===== config.mk =====
export PLATFORM = sky130hd
export DESIGN_NAME = us_mac_rx_flat
export DESIGN_NICKNAME = d
export VERILOG_FILES = /design/src/rtl/us_mac_rx_if.sv /design/src/rtl/us_mac_rx.sv /design/src/flat_wrapper.sv
export SDC_FILE = /design/constraint.sdc
export NUM_CORES = 1
export LEC_CHECK = 0
export ABC_AREA = 1
export CAP_MARGIN = 20
export CELL_PAD_IN_SITES_DETAIL_PLACEMENT = 0
export CELL_PAD_IN_SITES_GLOBAL_PLACEMENT = 1
export CORE_MARGIN = 2
export CORE_UTILIZATION = 29
export DETAILED_ROUTE_END_ITERATION = 10
export GPL_ROUTABILITY_DRIVEN = 0
export PLACE_DENSITY_LB_ADDON = 0.1
export SLEW_MARGIN = 5
export SYNTH_ARGS = -nofsm -noshare
export SYNTH_HDL_FRONTEND = slang
export SYNTH_SLANG_ARGS = --single-unit

===== constraint.sdc =====
create_clock -name rx_axis_aclk -period 4.4 [get_ports rx_axis_aclk]
set_clock_uncertainty 0.15 [all_clocks]
set_input_delay 0.44 -clock rx_axis_aclk [delete_from_list [all_inputs] [get_ports rx_axis_aclk]]
set_output_delay 0.44 -clock rx_axis_aclk [all_outputs]
set_load 0.02 [all_outputs]

===== src/rtl/us_mac_rx_if.sv =====
// AXI-Stream bundle used on both sides of the MAC receive header stripper.
interface us_mac_rx_if;
    logic [63:0] tdata;
    logic [7:0]  tkeep;
    logic        tvalid;
    logic        tlast;
    logic        tready;

    modport master (output tdata, output tkeep, output tvalid, output tlast, input tready);
    modport slave  (input tdata, input tkeep, input tvalid, input tlast, output tready);
endinterface


===== src/rtl/us_mac_rx.sv =====
// Ethernet receive stage: strips the 14-byte header, filters on dst MAC and EtherType,
// and realigns the payload by two bytes onto a 64-bit output stream.
module us_mac_rx (
    input  logic        rx_axis_aclk,
    input  logic        rx_axis_areset,
    input  logic [47:0] local_mac_addr,
    us_mac_rx_if.slave  mac_rx_axis,
    us_mac_rx_if.master frame_rx_axis,
    output logic [15:0] rx_eth_type,
    output logic [47:0] rx_src_mac_addr,
    output logic        frame_drop,
    output logic [15:0] rx_drop_cnt
);
    typedef enum logic [2:0] {StHdr0, StHdr1, StPayload, StFlush, StDrop} state_e;

    state_e      state_q;
    logic        dst_match_q;
    logic [15:0] src_hi_q;
    logic [15:0] residue_q;
    logic [3:0]  last_k_q;
    logic [63:0] out_data_q;
    logic [7:0]  out_keep_q;
    logic        out_valid_q;
    logic        out_last_q;

    logic        out_free;
    logic        in_ready;
    logic        in_fire;
    logic [3:0]  keep_cnt;
    logic [47:0] dst_mac;
    logic [31:0] src_lo;
    logic [15:0] eth_type;
    logic        hdr1_accept;

    // Wire byte 0 sits in lane 0 but is the most significant byte of a MAC/EtherType.
    assign dst_mac  = {mac_rx_axis.tdata[7:0],   mac_rx_axis.tdata[15:8],
                       mac_rx_axis.tdata[23:16], mac_rx_axis.tdata[31:24],
                       mac_rx_axis.tdata[39:32], mac_rx_axis.tdata[47:40]};
    assign src_lo   = {mac_rx_axis.tdata[7:0],   mac_rx_axis.tdata[15:8],
                       mac_rx_axis.tdata[23:16], mac_rx_axis.tdata[31:24]};
    assign eth_type = {mac_rx_axis.tdata[39:32], mac_rx_axis.tdata[47:40]};

    assign hdr1_accept = dst_match_q && !mac_rx_axis.tlast &&
                         (eth_type == 16'h0800 || eth_type == 16'h0806);

    always_comb begin
        keep_cnt = '0;
        for (int i = 0; i < 8; i++) begin
            keep_cnt = keep_cnt + {3'b000, mac_rx_axis.tkeep[i]};
        end
    end

    assign out_free = !out_valid_q || frame_rx_axis.tready;

    always_comb begin
        in_ready = 1'b0;
        if (!rx_axis_areset) begin
            case (state_q)
                StHdr0, StHdr1, StDrop: in_ready = 1'b1;
                StPayload:              in_ready = out_free;
                default:                in_ready = 1'b0;
            endcase
        end
    end

    assign in_fire            = in_ready && mac_rx_axis.tvalid;
    assign mac_rx_axis.tready = in_ready;

    assign frame_rx_axis.tdata  = out_data_q;
    assign frame_rx_axis.tkeep  = out_keep_q;
    assign frame_rx_axis.tvalid = out_valid_q;
    assign frame_rx_axis.tlast  = out_last_q;

    always_ff @(posedge rx_axis_aclk) begin
        if (rx_axis_areset) begin
            state_q         <= StHdr0;
            dst_match_q     <= 1'b0;
            src_hi_q        <= '0;
            residue_q       <= '0;
            last_k_q        <= '0;
            out_data_q      <= '0;
            out_keep_q      <= '0;
            out_valid_q     <= 1'b0;
            out_last_q      <= 1'b0;
            rx_eth_type     <= '0;
            rx_src_mac_addr <= '0;
            frame_drop      <= 1'b0;
            rx_drop_cnt     <= '0;
        end else begin
            frame_drop <= 1'b0;
            if (out_valid_q && frame_rx_axis.tready) begin
                out_valid_q <= 1'b0;
            end
            case (state_q)
                StHdr0: begin
                    if (in_fire) begin
                        dst_match_q <= (dst_mac == local_mac_addr) ||
                                       (dst_mac == 48'hFFFF_FFFF_FFFF);
                        src_hi_q    <= {mac_rx_axis.tdata[55:48], mac_rx_axis.tdata[63:56]};
                        if (mac_rx_axis.tlast) begin
                            // Runt: its tlast is already consumed, so the next beat is a new W0.
                            frame_drop  <= 1'b1;
                            rx_drop_cnt <= rx_drop_cnt + 16'd1;
                        end else begin
                            state_q <= StHdr1;
                        end
                    end
                end
                StHdr1: begin
                    if (in_fire) begin
                        rx_eth_type     <= eth_type;
                        rx_src_mac_addr <= {src_hi_q, src_lo};
                        residue_q       <= mac_rx_axis.tdata[63:48];
                        if (hdr1_accept) begin
                            state_q <= StPayload;
                        end else begin
                            frame_drop  <= 1'b1;
                            rx_drop_cnt <= rx_drop_cnt + 16'd1;
                            state_q     <= mac_rx_axis.tlast ? StHdr0 : StDrop;
                        end
                    end
                end
                StPayload: begin
                    if (in_fire) begin
                        out_data_q  <= {mac_rx_axis.tdata[47:0], residue_q};
                        residue_q   <= mac_rx_axis.tdata[63:48];
                        out_valid_q <= 1'b1;
                        out_keep_q  <= 8'hFF;
                        out_last_q  <= 1'b0;
                        if (mac_rx_axis.tlast) begin
                            last_k_q <= keep_cnt;
                            if (keep_cnt <= 4'd6) begin
                                out_keep_q <= 8'((9'd1 << (keep_cnt + 4'd2)) - 9'd1);
                                out_last_q <= 1'b1;
                                state_q    <= StHdr0;
                            end else begin
                                state_q <= StFlush;
                            end
                        end
                    end
                end
                StFlush: begin
                    if (out_free) begin
                        out_data_q  <= {48'h0, residue_q};
                        out_keep_q  <= 8'((9'd1 << (last_k_q - 4'd6)) - 9'd1);
                        out_last_q  <= 1'b1;
                        out_valid_q <= 1'b1;
                        state_q     <= StHdr0;
                    end
                end
                StDrop: begin
                    if (in_fire && mac_rx_axis.tlast) begin
                        state_q <= StHdr0;
                    end
                end
                default: state_q <= StHdr0;
            endcase
        end
    end
endmodule


===== src/flat_wrapper.sv =====
// flat-port wrapper written by rule: the top's interface ports become plain ports
module us_mac_rx_flat 
  (rx_axis_aclk, rx_axis_areset, local_mac_addr, rx_eth_type, rx_src_mac_addr, frame_drop, rx_drop_cnt, mac_rx_axis_tdata, mac_rx_axis_tkeep, mac_rx_axis_tvalid, mac_rx_axis_tlast, mac_rx_axis_tready, frame_rx_axis_tdata, frame_rx_axis_tkeep, frame_rx_axis_tvalid, frame_rx_axis_tlast, frame_rx_axis_tready);
  us_mac_rx_if mac_rx_axis_i ();
  us_mac_rx_if frame_rx_axis_i ();
  input  logic rx_axis_aclk;
  input  logic rx_axis_areset;
  input  logic [47:0] local_mac_addr;
  output logic [15:0] rx_eth_type;
  output logic [47:0] rx_src_mac_addr;
  output logic frame_drop;
  output logic [15:0] rx_drop_cnt;
  input wire logic [$bits(mac_rx_axis_i.tdata)-1:0] mac_rx_axis_tdata;
  input wire logic [$bits(mac_rx_axis_i.tkeep)-1:0] mac_rx_axis_tkeep;
  input wire logic [$bits(mac_rx_axis_i.tvalid)-1:0] mac_rx_axis_tvalid;
  input wire logic [$bits(mac_rx_axis_i.tlast)-1:0] mac_rx_axis_tlast;
  output wire logic [$bits(mac_rx_axis_i.tready)-1:0] mac_rx_axis_tready;
  output wire logic [$bits(frame_rx_axis_i.tdata)-1:0] frame_rx_axis_tdata;
  output wire logic [$bits(frame_rx_axis_i.tkeep)-1:0] frame_rx_axis_tkeep;
  output wire logic [$bits(frame_rx_axis_i.tvalid)-1:0] frame_rx_axis_tvalid;
  output wire logic [$bits(frame_rx_axis_i.tlast)-1:0] frame_rx_axis_tlast;
  input wire logic [$bits(frame_rx_axis_i.tready)-1:0] frame_rx_axis_tready;
  assign mac_rx_axis_i.tdata = mac_rx_axis_tdata;
  assign mac_rx_axis_i.tkeep = mac_rx_axis_tkeep;
  assign mac_rx_axis_i.tvalid = mac_rx_axis_tvalid;
  assign mac_rx_axis_i.tlast = mac_rx_axis_tlast;
  assign mac_rx_axis_tready = mac_rx_axis_i.tready;
  assign frame_rx_axis_tdata = frame_rx_axis_i.tdata;
  assign frame_rx_axis_tkeep = frame_rx_axis_i.tkeep;
  assign frame_rx_axis_tvalid = frame_rx_axis_i.tvalid;
  assign frame_rx_axis_tlast = frame_rx_axis_i.tlast;
  assign frame_rx_axis_i.tready = frame_rx_axis_tready;
  us_mac_rx u_core (.rx_axis_aclk(rx_axis_aclk), .rx_axis_areset(rx_axis_areset), .local_mac_addr(local_mac_addr), .mac_rx_axis(mac_rx_axis_i), .frame_rx_axis(frame_rx_axis_i), .rx_eth_type(rx_eth_type), .rx_src_mac_addr(rx_src_mac_addr), .frame_drop(frame_drop), .rx_drop_cnt(rx_drop_cnt));
endmodule

After elaboration in Yosys (flattened, before gate mapping). Cells that the tools add are included.

Register bits: 195. Bits of input ports: 125. Output and inout bits: 156.

Add/sub/neg operators: 12. $lt $le $gt $ge: 1. Eq/ne operators: 17. Shifts and indexed selects: 2. Muxes and demuxes: 40. Reduce and logical (&&, ||, !) cells: 22.

Operators by type and width (count): $mux W64 (2); $pmux W64 S2 (1); $mux W16 (4); $eq A48 B48 Y1 (1); $eq A48 B48 Y1 const B (1); $eq A16 B12 Y1 const B (2); $mux W8 (4); $pmux W16 S2 (1); $mux W3 (9); $add A4 B1 Y4 (6); $add A16 B1 Y16 const B (1); $pmux W8 S2 (1); $shl A1 B4 Y8 const A (2); $sub A8 B1 Y8 const B (2); $pmux W3 S5 (1); $mux W1 (12); $ne A2 B1 Y1 const B (5); $ne A2 B2 Y1 const B (4); $pmux W1 S2 (4); $reduce_and A7 Y1 (1); $eq A3 B2 Y1 const B (2); $reduce_and A2 Y1 (3); $reduce_and A3 Y1 (2); $logic_and A1 B1 Y1 (5); other kinds (14) (18).

Longest topological paths before layout.
Word-level depth: 14. Gate-level depth with buffers: 21. Gate-level depth less buffers: 21.

Worst setup path after synthesis. OpenSTA, ideal clock, no wires.

Path type: in2reg. Start point: in mac_rx_axis_tkeep[0]. End point: reg u_core.out_keep_q[2], in the netlist u_core.frame_rx_axis.tkeep[2]. Library setup time: 0.128 ns. Data arrival time: 3.851 ns. Slack: 0.272 ns. Cell stages on the path: 19. Cell sequence: ha_1 inv_1 fa_1 fa_1 inv_1 fa_1 inv_1 fa_1 inv_1 ha_1 a21oi_1 nand2_1 ha_1 inv_1 xor2_1 nor2_1 nor2_1 nor2_1 nor2_1.

Longest elaborated chain between the ends: 14.

Ends and longest elaborated chain: start: declaration (line flat_wrapper.sv:14) `input wire logic [$bits(mac_rx_axis_i.tkeep)-1:0] mac_rx_axis_tkeep;`; $add A1 B1 Y2 (*) (line us_mac_rx.sv:49) `keep_cnt = keep_cnt + {3'b000, mac_rx_axis.tkeep[i]};`; $add A4 B1 Y4 (*) (6 in series) (line us_mac_rx.sv:49); via u_core.keep_cnt[1] (line us_mac_rx.sv:29) `logic [3:0] keep_cnt;`; $add A4 B2 Y4 (line us_mac_rx.sv:133) `out_keep_q <= 8'((9'd1 << (keep_cnt + 4'd2)) - 9'd1);`; $shl A1 B4 Y8 (line us_mac_rx.sv:133); $sub A8 B1 Y8 (line us_mac_rx.sv:133); $mux W8 (*) (line us_mac_rx.sv:132) `if (keep_cnt <= 4'd6) begin`; $mux W8 (*) (line us_mac_rx.sv:130) `if (mac_rx_axis.tlast) begin`; $mux W8 (*) (line us_mac_rx.sv:124) `if (in_fire) begin`; $pmux W8 S2 (*) (line us_mac_rx.sv:94) `case (state_q)`; end signal: assignment (line us_mac_rx.sv:133); end signal: assignment (line us_mac_rx.sv:145) `out_keep_q <= 8'((9'd1 << (last_k_q - 4'd6)) - 9'd1);`; end: declaration (line us_mac_rx.sv:22) `logic [7:0] out_keep_q;`.

The timed path passes the listed nets; every way through them passes the cells marked *. The select of a mux whose other input is x is not followed. A chain may end at the register's enable or synchronous reset.

Final worst setup path. Ends and elaborated chain as after synthesis.

==> impl_metrics.yaml <==
routing:
  drc: 0
  post_drt_wl_per_cell_um: 16.10
  drt_first_pass_iters: 5
  totalWireLength_um: 30010
  dr_total_vias: 8454
  detail_route.iter0.violations: 494
  postRouteAntennaNets: 0
  via_per_inst: 4.535
outcome:
  run_status: "finished clean"
sta:
  holdWs_ns: 0.3111
  final_hold_viols: 0
  period_minus_slack_ns: 4.166
  worstMarginPinSlew_ns: 0.8753
  setup_violations: 0
  timing.slew.headroom_pct: 41.44
  drv_slew: 0
  final_min_period_over_clock_period_pct: 94.68
  achievable-frequency_mhz: 240.0
setup_path:
  cp.required_ns: 4.61
  cp_data_arrival_time_ns: 4.38
  critical_path.endpoint_type: "flip-flop"
  rr_worst_depth: 8
  worst-path-max-fanout: 3
  path_class: "in2reg"
  rr_startpoint: "u_core.state_q[1]$_SDFFE_PP0P_"
  r2r_slack_ns: 1.83
  crit-reg2reg-capture: "u_core.frame_rx_axis.tkeep[4]$_SDFFE_PP0P_"
  cp-startpoint: "mac_rx_axis_tkeep[0]"
  worstSetupEndpoint: "u_core.frame_rx_axis.tkeep[2]$_SDFFE_PP0P_"
  worst_setup_sp_type: "input pin"
placed_design:
  dp.final_hpwl_um: 21590
  place_inst: 1830
  io_buffer_count: 280
global_routing:
  met1_usage_pct: 25.08
  grt_use_total_pct: 19.57
  vias_in_the_first_global_route: 8421
  grt_pass1_wl_um: 47480
  groute.layer.met2.usage_pct: 31.80
  grt.overflow.total: 0
  grt_start_max_net_pins: 80
  met3_usage_pct: 5.642
  top_usage_layer: "met2"
  antenna_found_initial: 1
floorplan:
  io_pins: 281
  floorplan.rows: 63
  initial_utilization_pct: 29.25
  die-area_mm2: 0.03113
  die_h_um: 176.4
  core-area_mm2: 0.02948
  die_w_um: 176.4
clock_tree:
  ctsHtreeMaxLevel: 4
  ctsRootBufferMaster: "clkbuf_16"
  path_clk_slew_ns: 0.08
  clock_latency_on_the_worst_skew_pair_ns: 0.42
  cts.path.max_buffers: 2
  tritoncts: "done"
  numClockSinks: 195
  number_of_buffers_inserted_during_clock_tree_synthesis: 17
worst_hold_path:
  hp-class: "reg2reg"
  hold_depth: 2
synthesis:
  synthDistinctLibCells: 35
  ys_ff_latch: 195
  post_synth_edffs: 0
  ys.flop_type: "dfxtp_1"
  synth_cells: 1195
  postSynth.asyncResetShare_pct: 0
  yosysSeqAreaShare_pct: 45.27
  synthesis.area_mm2: 0.008623
  postSynthNetCount: 1332
  post_syn_area_per_cell_um2: 7.216
  synth-warning-count: 0
layout:
  final_common_cell: "clkdlybuf4s50_1"
  finish.net_count: 1597
  final_cells: 1864
  drive_above_1_share_pct: 6.925
  syn2layout_area_growth_pct: 45.08
  mostFrequentLayoutCells: "clkdlybuf4s50_1 (279), nor2_1 (259), nand2_1 (215), dfxtp_1 (195), o21ai_0 (130)"
pwr:
  logic_gate_share_of_total_power_pct: 29.6
  p_int_uw: 3432
  power.share.switching_pct: 34.81
  power.leakage_uw: 0.004829
  p_clk_share_pct: 31.6
  share_seq_of_total_power_pct: 38.8
  p_switching_uw: 1833
  power_per_cell_area_mw_per_mm2: 420.8
  worst_ir_drop_vdd_v: 0.0002053
job:
  cap_violations: 0
-- worst max-delay path, cell delays in order --
cell and delay (ns):
clkdlybuf4s50_1 0.41, ha_1 0.29, inv_1 0.06, fa_1 0.42
fa_1 0.49, inv_1 0.05, fa_2 0.34, inv_2 0.07
fa_2 0.43, inv_2 0.08, ha_2 0.20, nand3_2 0.10
a21oi_2 0.17, nand2_1 0.10, ha_2 0.21, inv_1 0.09
xor2_1 0.16, nor2_1 0.05, nor2_1 0.09, nor2_1 0.05
nor2_1 0.07
-- final cells by class --
| cell class | count | area [µm²] |
|---|---|---|
| inverter | 77 | 295.3 |
| tap | 390 | 488.0 |
| multi-input combinational | 869 | 4228 |
| fill | 3088 | 16970 |
| sequential | 195 | 3904 |
| antenna | 1 | 2.502 |
| clock buffer | 17 | 425.4 |
| timing repair buffer | 300 | 2960 |
| clock inverter | 15 | 207.7 |
-- metrics by stage --
| step | util [%] | total power, µW | instance area (µm²) | setup WS, ns | setup TNS, ns |
|---|---|---|---|---|---|
| floorplan | - | 2957 | 8623 | 0.2718 | 0 |
| global placement | 40.13 | 3612 | 11830 | -0.2362 | -0.7540 |
| detailed placement | 40.13 | 3620 | 11830 | -0.2869 | -0.9931 |
| CTS | 42.28 | 5305 | 12460 | 0.1536 | 0 |
| global route | 42.44 | 5606 | 12510 | -0.01608 | -0.01608 |
| finish | 42.44 | 5265 | 12510 | 0.2340 | 0 |
-- power by group through the flow --
| stage | clock [µW] | combinational, µW | sequential, µW |
|---|---|---|---|
| after floorplan | 0 | 756 | 2200 |
| after global placement | 0 | 1530 | 2080 |
| after detailed placement | 0 | 1540 | 2080 |
| after CTS | 1720 | 1540 | 2050 |
| after global routing | 1790 | 1740 | 2070 |
| final | 1660 | 1560 | 2040 |
-- what timing repair did --
item,4_1_cts,5_1_grt
setup buffers,0,1
endpoints found under the setup margin,0,3
gates resized for setup,0,12
hold buffers,0,0
-- sequential cells by signal, summed over array words and instances (netlist names) --
name,cells
u_core.dst_match_q,1
u_core.frame_rx_axis.tlast,1
u_core.frame_drop,1
u_core.state_q,3
u_core.frame_rx_axis.tdata,64
u_core.rx_eth_type,16
u_core.last_k_q,4
u_core.src_hi_q,16
u_core.frame_rx_axis.tvalid,1
u_core.residue_q,16
u_core.rx_src_mac_addr,48
u_core.rx_drop_cnt,16
u_core.frame_rx_axis.tkeep,8
-- per-layer routing --
metal / routed length, µm / vias up
met2: 13860 / 217
li1: - / 4384
met4: 667 / 0
met3: 1844 / 33
met5: 0 / -
met1: 13640 / 3820
-- how the worst min path moves through the flow --
stage                                                            from                                           to  slack [ns]
final                     u_core.frame_rx_axis.tdata[48]$_SDFFE_PP0P_  u_core.frame_rx_axis.tdata[48]$_SDFFE_PP0P_        0.31
after global routing      u_core.frame_rx_axis.tdata[28]$_SDFFE_PP0P_  u_core.frame_rx_axis.tdata[28]$_SDFFE_PP0P_        0.33
after CTS                 u_core.frame_rx_axis.tdata[16]$_SDFFE_PP0P_  u_core.frame_rx_axis.tdata[16]$_SDFFE_PP0P_        0.31
after detailed placement  u_core.frame_rx_axis.tdata[48]$_SDFFE_PP0P_  u_core.frame_rx_axis.tdata[48]$_SDFFE_PP0P_        0.30
after global placement    u_core.frame_rx_axis.tdata[23]$_SDFFE_PP0P_  u_core.frame_rx_axis.tdata[23]$_SDFFE_PP0P_        0.30
after floorplan                      u_core.residue_q[0]$_SDFFE_PP0P_             u_core.residue_q[0]$_SDFFE_PP0P_        0.30
-- kinds of logic after synthesis --
| family | Yosys count | share of synthesized area (%) |
|---|---|---|
| AOI/OAI and AO/OA | 227 | 13.45 |
| xor gates and xnor gates | 52 | 5.282 |
| adders and majority gates | 12 | 2.089 |
| buffers and inverters | 131 | 6.167 |
| DFF | 195 | 45.27 |
| and+or+nand+nor | 578 | 27.74 |
-- Yosys cell counts (5+ instances only) --
master | count | area, µm²
or2_2 | 11 | 68.82
nor3_1 | 11 | 55.05
nand3_1 | 44 | 220.2
dfxtp_1 | 195 | 3904
xor2_1 | 14 | 122.6
xnor2_1 | 38 | 332.8
o21ai_0 | 130 | 650.6
nand2_1 | 216 | 810.8
ha_1 | 8 | 100.1
a21oi_1 | 90 | 450.4
nor2_2 | 5 | 31.28
nand4_1 | 20 | 125.1
inv_1 | 67 | 251.5
clkbuf_1 | 33 | 123.9
buf_2 | 19 | 95.09
inv_2 | 9 | 33.78
nor2_1 | 259 | 972.2
Power figures use the tool's default switching activity.
